==> src/rtl/clk_div_prog.sv <==
// Multi-channel programmable square-wave divider with per-channel rising-edge tick,
// valid/ready divisor reload at toggle boundaries and a global phase sync.
// Optional macro CLK_DIV_HOLD_EN: en=0 freezes a channel instead of clearing it.
module clk_div_prog #(
  parameter int unsigned CNT_W        = 32,
  parameter int unsigned NUM_CH       = 2,
  parameter int unsigned DEFAULT_HALF = 25000000,
  localparam int unsigned CH_W        = (NUM_CH > 1) ? $clog2(NUM_CH) : 1
) (
  input  logic              clk,
  input  logic              reset,
  input  logic [NUM_CH-1:0] en,
  input  logic              sync,
  input  logic              cfg_valid,
  input  logic [CH_W-1:0]   cfg_ch,
  input  logic [CNT_W-1:0]  cfg_half,
  output logic              cfg_ready,
  output logic [NUM_CH-1:0] clk_out,
  output logic [NUM_CH-1:0] tick
);

  localparam logic [CNT_W-1:0] RST_HALF = CNT_W'(DEFAULT_HALF);

  logic [NUM_CH-1:0] sel;
  logic [NUM_CH-1:0] pending_v;

  // Out-of-range cfg_ch matches no channel, so it reads ready and the write is dropped.
  always_comb begin
    cfg_ready = ~|(sel & pending_v);
  end

  for (genvar g = 0; g < NUM_CH; g++) begin : g_ch
    localparam logic [CH_W-1:0] CH_ID = CH_W'(g);

    logic [CNT_W-1:0] count;
    logic [CNT_W-1:0] half_q;
    logic [CNT_W-1:0] shadow;
    logic [CNT_W-1:0] eff;
    logic             pending;
    logic             clk_q;
    logic             tick_q;
    logic             terminal;
    logic             accept;

    always_comb begin
      eff      = (half_q == '0) ? CNT_W'(1) : half_q;
      terminal = (count == eff - CNT_W'(1));
      accept   = cfg_valid && cfg_ready && sel[g];
    end

    assign sel[g]       = (cfg_ch == CH_ID);
    assign pending_v[g] = pending;
    assign clk_out[g]   = clk_q;
    assign tick[g]      = tick_q;

    // accept requires pending=0 and apply requires pending=1, so they never collide.
    always_ff @(posedge clk or negedge reset) begin
      if (!reset) begin
        count   <= '0;
        clk_q   <= 1'b0;
        tick_q  <= 1'b0;
        half_q  <= RST_HALF;
        shadow  <= RST_HALF;
        pending <= 1'b0;
      end else begin
        if (accept) begin
          shadow  <= cfg_half;
          pending <= 1'b1;
        end
        if (sync) begin
          count  <= '0;
          clk_q  <= 1'b0;
          tick_q <= 1'b0;
          if (pending) begin
            half_q  <= shadow;
            pending <= 1'b0;
          end
        end else if (!en[g]) begin
`ifdef CLK_DIV_HOLD_EN
          tick_q <= 1'b0;
`else
          count  <= '0;
          clk_q  <= 1'b0;
          tick_q <= 1'b0;
          if (pending) begin
            half_q  <= shadow;
            pending <= 1'b0;
          end
`endif
        end else if (terminal) begin
          count  <= '0;
          clk_q  <= ~clk_q;
          tick_q <= ~clk_q;
          if (pending) begin
            half_q  <= shadow;
            pending <= 1'b0;
          end
        end else begin
          count  <= count + CNT_W'(1);
          tick_q <= 1'b0;
        end
      end
    end
  end

endmodule

==> config.mk <==
export PLATFORM = sky130hd
export DESIGN_NAME = clk_div_prog
export DESIGN_NICKNAME = d
export VERILOG_FILES = /design/src/rtl/clk_div_prog.sv
export SDC_FILE = /design/constraint.sdc
export NUM_CORES = 1
export LEC_CHECK = 0
export BUFFER_PORTS_ARGS = -buffer_cell sky130_fd_sc_hd__buf_2
export CAP_MARGIN = 15
export CORE_MARGIN = 3
export CORE_UTILIZATION = 40
export DETAILED_ROUTE_END_ITERATION = 7
export PLACE_DENSITY = 0.57
export SYNTH_ARGS = -nofsm -noshare
export SYNTH_HDL_FRONTEND = slang
export SYNTH_SLANG_ARGS = --single-unit
==> constraint.sdc <==
create_clock -name clk -period 6.1 [get_ports clk]
set_input_delay 0.61 -clock clk [delete_from_list [all_inputs] [get_ports clk]]
set_output_delay 0.61 -clock clk [all_outputs]
set_load 0.02 [all_outputs]
==> flow_metrics.env, run 1 <==
export IMPL_status="completed"
export IMPL_n_fill_cell=2957
export IMPL_clkPwrFrac_pct=29.3
export IMPL_critPathRequiredTime_ps=6440
export IMPL_drive_above_1_share_pct=19.6
export IMPL_cts_htree_levels=4
export IMPL_ys_seq_area_share_pct=39.7
export IMPL_first_pass_iters=6
export IMPL_synth_common_cells="dfrtp_1 (150), nand2_1 (112), clkbuf_1 (110)"
export IMPL_total_power_w=0.00399
export IMPL_die_w_um=184
export IMPL_holdWs_ps=196
export IMPL_grt_antenna_before_repair=0
export IMPL_setup_violations=0
export IMPL_async_reset_ff_share_pct=100
export IMPL_worst_pin_slew_ps=1130
export IMPL_grt_pass1_vias=9977
export IMPL_path_class="reg -> reg"
export IMPL_grt_total_usage_pct=20.6
export IMPL_hpwl_um=24400
export IMPL_use_met3_pct=3.19
export IMPL_wl_per_cell_um=19.7
export IMPL_yosysWarnings=0
export IMPL_die_area_mm2=0.0338
export IMPL_yosys_top_cells_area="dfrtp_1 (30%), dfstp_2 (10%), mux2_2 (5.9%)"
export IMPL_viasPerCell=6.10
export IMPL_fin_crit_sh_pct=89.0
export IMPL_io_pins=44
export IMPL_hold_viol=0
export IMPL_synth_top_area_share_pct=29.7
export IMPL_syn_area_per_cell_um2=9.18
export IMPL_irDropWorstVdd_mv=0.211
export IMPL_nets=1375
export IMPL_finalCriticalPeriod_ps=5430
export IMPL_grt_use_met2_pct=30.4
export IMPL_cp_max_fo=35
export IMPL_maxSlewViolCount=0
export IMPL_synth_largest_area_cell="dfrtp_1"
export IMPL_crit_arrival_ps=5770
export IMPL_num_antenna_cells=0
export IMPL_cts_hold_buf=0
export IMPL_syn_to_final_growth_pct=8.00
export IMPL_synthesis_nets=1420
export IMPL_grt_max_degree=84
export IMPL_yosysMostFrequentCell="dfrtp_1"
export IMPL_max_freq_ghz=0.184
export IMPL_worstSetupEndpointType="register"
export IMPL_grt_use_met1_pct=31.6
export IMPL_final_util_pct=44.3
export IMPL_ys_flop_type="dfrtp_1"
export IMPL_netlist_area_mm2=0.0126
export IMPL_insertion_delay_ps=460
export IMPL_cts_buffer_depth=2
export IMPL_multi_input_area_mm2=0.00695
export IMPL_ff2ff_setup_slack_ps=670
export IMPL_cts_tree="done"
export IMPL_rsz0062_at_grt="false"
export IMPL_drtAntennaViolNets=0
export IMPL_relSlewSlack_pct=22.4
export IMPL_fin_tns_setup_ps=0
export IMPL_cts_root_buf="clkbuf_16"
export IMPL_drv_cap=0
export IMPL_regArea_mm2=0.00502
export IMPL_gp_congestion=0.933
export IMPL_drt_wl_total_um=34300
export IMPL_drtIter0Drc=962
export IMPL_drcViolationCount=0
export IMPL_cts_made_buffers=17
export IMPL_finalInstanceArea_mm2=0.0137
export IMPL_portBuffers=43
export IMPL_grt_remaining_overflow=0
export IMPL_grt_pass1_wl_um=56300
export IMPL_p_int_w=0.00257
export IMPL_row_count=64
export IMPL_sw_frac_of_total_pct=35.5
export IMPL_leakagePower_nw=5.03
export IMPL_grt_busiest_layer="met1"
export IMPL_ctsResizeCount=0
export IMPL_synth_edff_count=0
export IMPL_initial_core_util_pct=41.0
export IMPL_fin_skew_ps=10.9
export IMPL_critPathLaunchType="register"
export IMPL_die_h_um=184
export IMPL_core_mm2=0.0308
export IMPL_clk_pin_slew_ps=80
export IMPL_min_path_type="in -> async"
export IMPL_combPwrFrac_pct=24.3
export IMPL_p_seq_share_pct=46.4
export IMPL_cts_num_sinks=198
export IMPL_p_sw_w=0.00142
export IMPL_netlist_instances=1377
export IMPL_ys_ff_latch=198
export IMPL_postCtsSetupRepairBufs=0
export IMPL_placed_area_mm2=0.0130
export IMPL_power_density_mw_per_mm2=292
export IMPL_ys_types=72
export IMPL_vias=10600
[cell type report]
type	instances	share of cell area [%]
Inverter	44	1.21
Multi-Input combinational cell	1006	50.9
Sequential cell	198	36.8
Clock buffer	17	3.12
Clock inverter	15	1.34
Timing Repair Buffer	65	3.05
Tap cell	396	3.63
[critical path: stages, from the launching register on]
cell and delay, ps:
dfrtp_1 470, nor4_1 620, nand3_1 340, nor3_1 510, nor2_1 160, ha_1 280
or4b_2 420, or4_4 210, nor3_1 60, nor4_1 430, o2111ai_1 170, or4_1 410
buf_4 270, or4_4 660, a31o_1 290
[per-stage QoR]
step	setup WS, ps	instances
floorplan	1500	1377
global placement	935	1707
detailed placement	828	1707
CTS	804	1739
global route	330	1741
finish	670	1741
[worst paths after layout]
path                                         start            endpoint  depth (start not counted)
worst min-delay path                         reset   g_ch[0].shadow[4]                          1
min in group clk                      cfg_half[27]  g_ch[0].shadow[27]                          2
worst min register to register  g_ch[0].shadow[26]  g_ch[0].shadow[26]                          1
max in group asynchronous                    reset  g_ch[1].shadow[25]                          2
worst max register to register  g_ch[1].half_q[25]   g_ch[1].half_q[2]                         14
worst max-delay path            g_ch[1].half_q[25]   g_ch[1].half_q[2]                         14
[power groups by stage]
stage	logic (W)	clock network [W]	registers [W]
2_1_floorplan	0.000846	0	0.00170
3_3_place_gp	0.000949	0	0.00186
6_report	0.000972	0.00117	0.00185
4_1_cts	0.000964	0.00120	0.00185
3_5_place_dp	0.000958	0	0.00187
5_1_grt	0.00107	0.00126	0.00189
[logic make-up (layout without fill, tap and decap cells)]
group / after synthesis / after routing / share of synthesized area (%)
compound gates: 267 / 267 / 17.0
fa+ha+maj: 4 / 4 / 0.396
flops: 198 / 198 / 39.7
xor+xnor: 128 / 128 / 8.87
buf+inv: 173 / 141 / 5.61
simple gates: 534 / 534 / 22.0
mux: 73 / 73 / 6.43
[per-layer routing]
layer	part of all wire (%)	wire length (um)
met1	51	17400
met4	1.6	550
met3	4.2	1450
met5	0	0
met2	44	14900
[sequential cells by signal (all words and copies together) (netlist names)]
signal / cells
g_ch.clk_q: 2
g_ch.count: 64
g_ch.half_q: 64
g_ch.pending: 2
g_ch.shadow: 64
g_ch.tick_q: 2
[layout by cell type (no fill, tap or decap), types with 42 or more instances in the layout]
cell,n
buf_2,42
dfrtp_1,148
dfstp_2,48
inv_1,44
mux2_2,66
nand2_1,112
nand3_1,69
nor2_1,90
nor3_1,67
nor4_1,66
xnor2_1,61
xor2_1,67
Note: power is estimated with default switching activity, not from simulation.
==> inputs of run 2 (changes only) <==
--- a/config.mk
+++ b/config.mk
@@ -10,7 +10,6 @@
 export CORE_MARGIN = 3
 export CORE_UTILIZATION = 40
 export DETAILED_ROUTE_END_ITERATION = 7
-export PLACE_DENSITY = 0.57
 export SYNTH_ARGS = -nofsm -noshare
 export SYNTH_HDL_FRONTEND = slang
 export SYNTH_SLANG_ARGS = --single-unit
==> run 2 against run 1 <==
Combinational power down 0.9%. First-iteration DRC count down 14%. Global-route usage down 0.52 points. Worst hold slack worse by 120 ps. Largest cell class unchanged.
==> flow_metrics.env, run 2 (same netlist as run 1, synthesis figures left out) <==
export IMPL_sw_frac_of_total_pct=33.9
export IMPL_p_seq_share_pct=45.6
export IMPL_worstSetupEndpointType="register"
export IMPL_grt_pass1_wl_um=55200
export IMPL_ctsResizeCount=0
export IMPL_num_antenna_cells=0
export IMPL_io_pins=44
export IMPL_ff2ff_setup_slack_ps=810
export IMPL_cts_num_sinks=198
export IMPL_viasPerCell=6.10
export IMPL_finalCriticalPeriod_ps=5290
export IMPL_fin_tns_setup_ps=0
export IMPL_die_area_mm2=0.0338
export IMPL_grt_pass1_vias=9944
export IMPL_holdWs_ps=79.4
export IMPL_drt_wl_total_um=33800
export IMPL_power_density_mw_per_mm2=297
export IMPL_critPathLaunchType="register"
export IMPL_grt_max_degree=159
export IMPL_cts_root_buf="clkbuf_16"
export IMPL_core_mm2=0.0308
export IMPL_nets=1374
export IMPL_rsz0062_at_grt="false"
export IMPL_first_pass_iters=5
export IMPL_row_count=64
export IMPL_max_freq_ghz=0.189
export IMPL_drtIter0Drc=825
export IMPL_vias=10600
export IMPL_insertion_delay_ps=450
export IMPL_drv_cap=0
export IMPL_irDropWorstVdd_mv=0.196
export IMPL_leakagePower_nw=5.05
export IMPL_final_cell_mix="dfrtp_1 (148), nand2_1 (112), nor2_1 (90)"
export IMPL_drcViolationCount=0
export IMPL_total_power_w=0.00407
export IMPL_cts_made_buffers=17
export IMPL_gp_congestion=0.940
export IMPL_cts_htree_levels=4
export IMPL_cp_max_fo=32
export IMPL_die_w_um=184
export IMPL_drive_above_1_share_pct=19.4
export IMPL_final_common_cell="dfrtp_1"
export IMPL_hpwl_um=24000
export IMPL_status="completed"
export IMPL_hold_viol=0
export IMPL_syn_to_final_growth_pct=8.43
export IMPL_cts_hold_buf=0
export IMPL_cts_buffer_depth=2
export IMPL_initial_core_util_pct=41.0
export IMPL_critPathRequiredTime_ps=6430
export IMPL_portBuffers=43
export IMPL_top_regs="g_ch.count: 64 flops, g_ch.half_q: 64 flops, g_ch.shadow: 64 flops"
export IMPL_worst_pin_slew_ps=1200
export IMPL_fin_crit_sh_pct=86.8
export IMPL_combPwrFrac_pct=23.7
export IMPL_fin_skew_ps=14.1
export IMPL_clkPwrFrac_pct=30.7
export IMPL_grt_remaining_overflow=0
export IMPL_p_int_w=0.00269
export IMPL_r2r_end="g_ch[1].half_q[31]"
export IMPL_wl_per_cell_um=19.4
export IMPL_min_path_type="in -> async"
export IMPL_r2r_start="g_ch[1].half_q[22]"
export IMPL_cts_tree="done"
export IMPL_setup_violations=0
export IMPL_drtAntennaViolNets=0
export IMPL_maxSlewViolCount=0
export IMPL_grt_antenna_before_repair=0
export IMPL_postCtsSetupRepairBufs=0
export IMPL_grt_total_usage_pct=20.1
export IMPL_p_sw_w=0.00138
export IMPL_r2r_cells=13
export IMPL_final_util_pct=44.5
export IMPL_relSlewSlack_pct=18.0
export IMPL_stdcell_count=1740
export IMPL_die_h_um=184
export IMPL_clk_pin_slew_ps=80
export IMPL_path_class="reg -> reg"
export IMPL_crit_arrival_ps=5620
export IMPL_dp_cells=1706
run 2: cell types whose count changed in the layout (fill, tap and decap cells not counted), sizes merged:
cell | previous run | this run
clkinvlp | 1 | 0
clkinv | 9 | 6
buf | 64 | 63
bufinv | 0 | 3
clkbuf | 18 | 19
run 2: worst max-delay path by stage:
| stage | startpoint | end | slack [ps] | depth (start not counted) |
|---|---|---|---|---|
| floorplan | g_ch[1].half_q[22] | g_ch[1].half_q[10] | 1500 | 17 |
| detailed placement | g_ch[1].half_q[22] | g_ch[1].half_q[29] | 850 | 13 |
| global route | g_ch[0].half_q[20] | g_ch[0].clk_q | 410 | 14 |
| CTS | g_ch[1].half_q[22] | g_ch[1].half_q[31] | 830 | 13 |
| global placement | g_ch[0].half_q[20] | g_ch[0].clk_q | 930 | 14 |
| finish | g_ch[1].half_q[22] | g_ch[1].half_q[31] | 810 | 13 |
run 2: area by class of cell:
cell class	instances	area (um^2)
Fill cell	2945	17100
Multi-Input combinational cell	1006	6950
Sequential cell	198	5020
Tap cell	396	495
Timing Repair Buffer	64	434
Clock buffer	18	429
Clock inverter	14	216
Inverter	44	165
run 2: power by group through the flow:
stage	clock network [W]	logic [W]	registers, W
floorplan	0	0.000846	0.00170
global placement	0	0.000932	0.00187
detailed placement	0	0.000945	0.00188
CTS	0.00128	0.000950	0.00185
global route	0.00133	0.00106	0.00190
finish	0.00125	0.000963	0.00186
run 2: metrics by stage:
step / setup WS [ps] / instance area (um^2)
final: 806 / 13700
after global routing: 411 / 13700
after CTS: 833 / 13700
after detailed placement: 849 / 13000
after global placement: 933 / 13000
after floorplan: 1500 / 12600
run 2: critical path, stage by stage, from the launching register on:
cell      delay [ps]
dfstp_2          610
nor3_1           110
nand3_1          190
nor3_1           130
nor2_1           170
ha_1             230
or4b_2           790
or4_4            500
or4b_1           470
o21ai_1          130
a21oi_1           80
a2111o_1         690
or4_4            790
a31o_1           300
run 2: routing by layer:
metal,share of wire [%],wire (um),up-vias,GRT usage [%]
met5,0,0,-,0
met4,1.2,391,0,4.51
met3,3.8,1270,29,2.45
met2,44,15000,247,30.6
met1,51,17200,5275,30.6
li1,-,-,5069,-
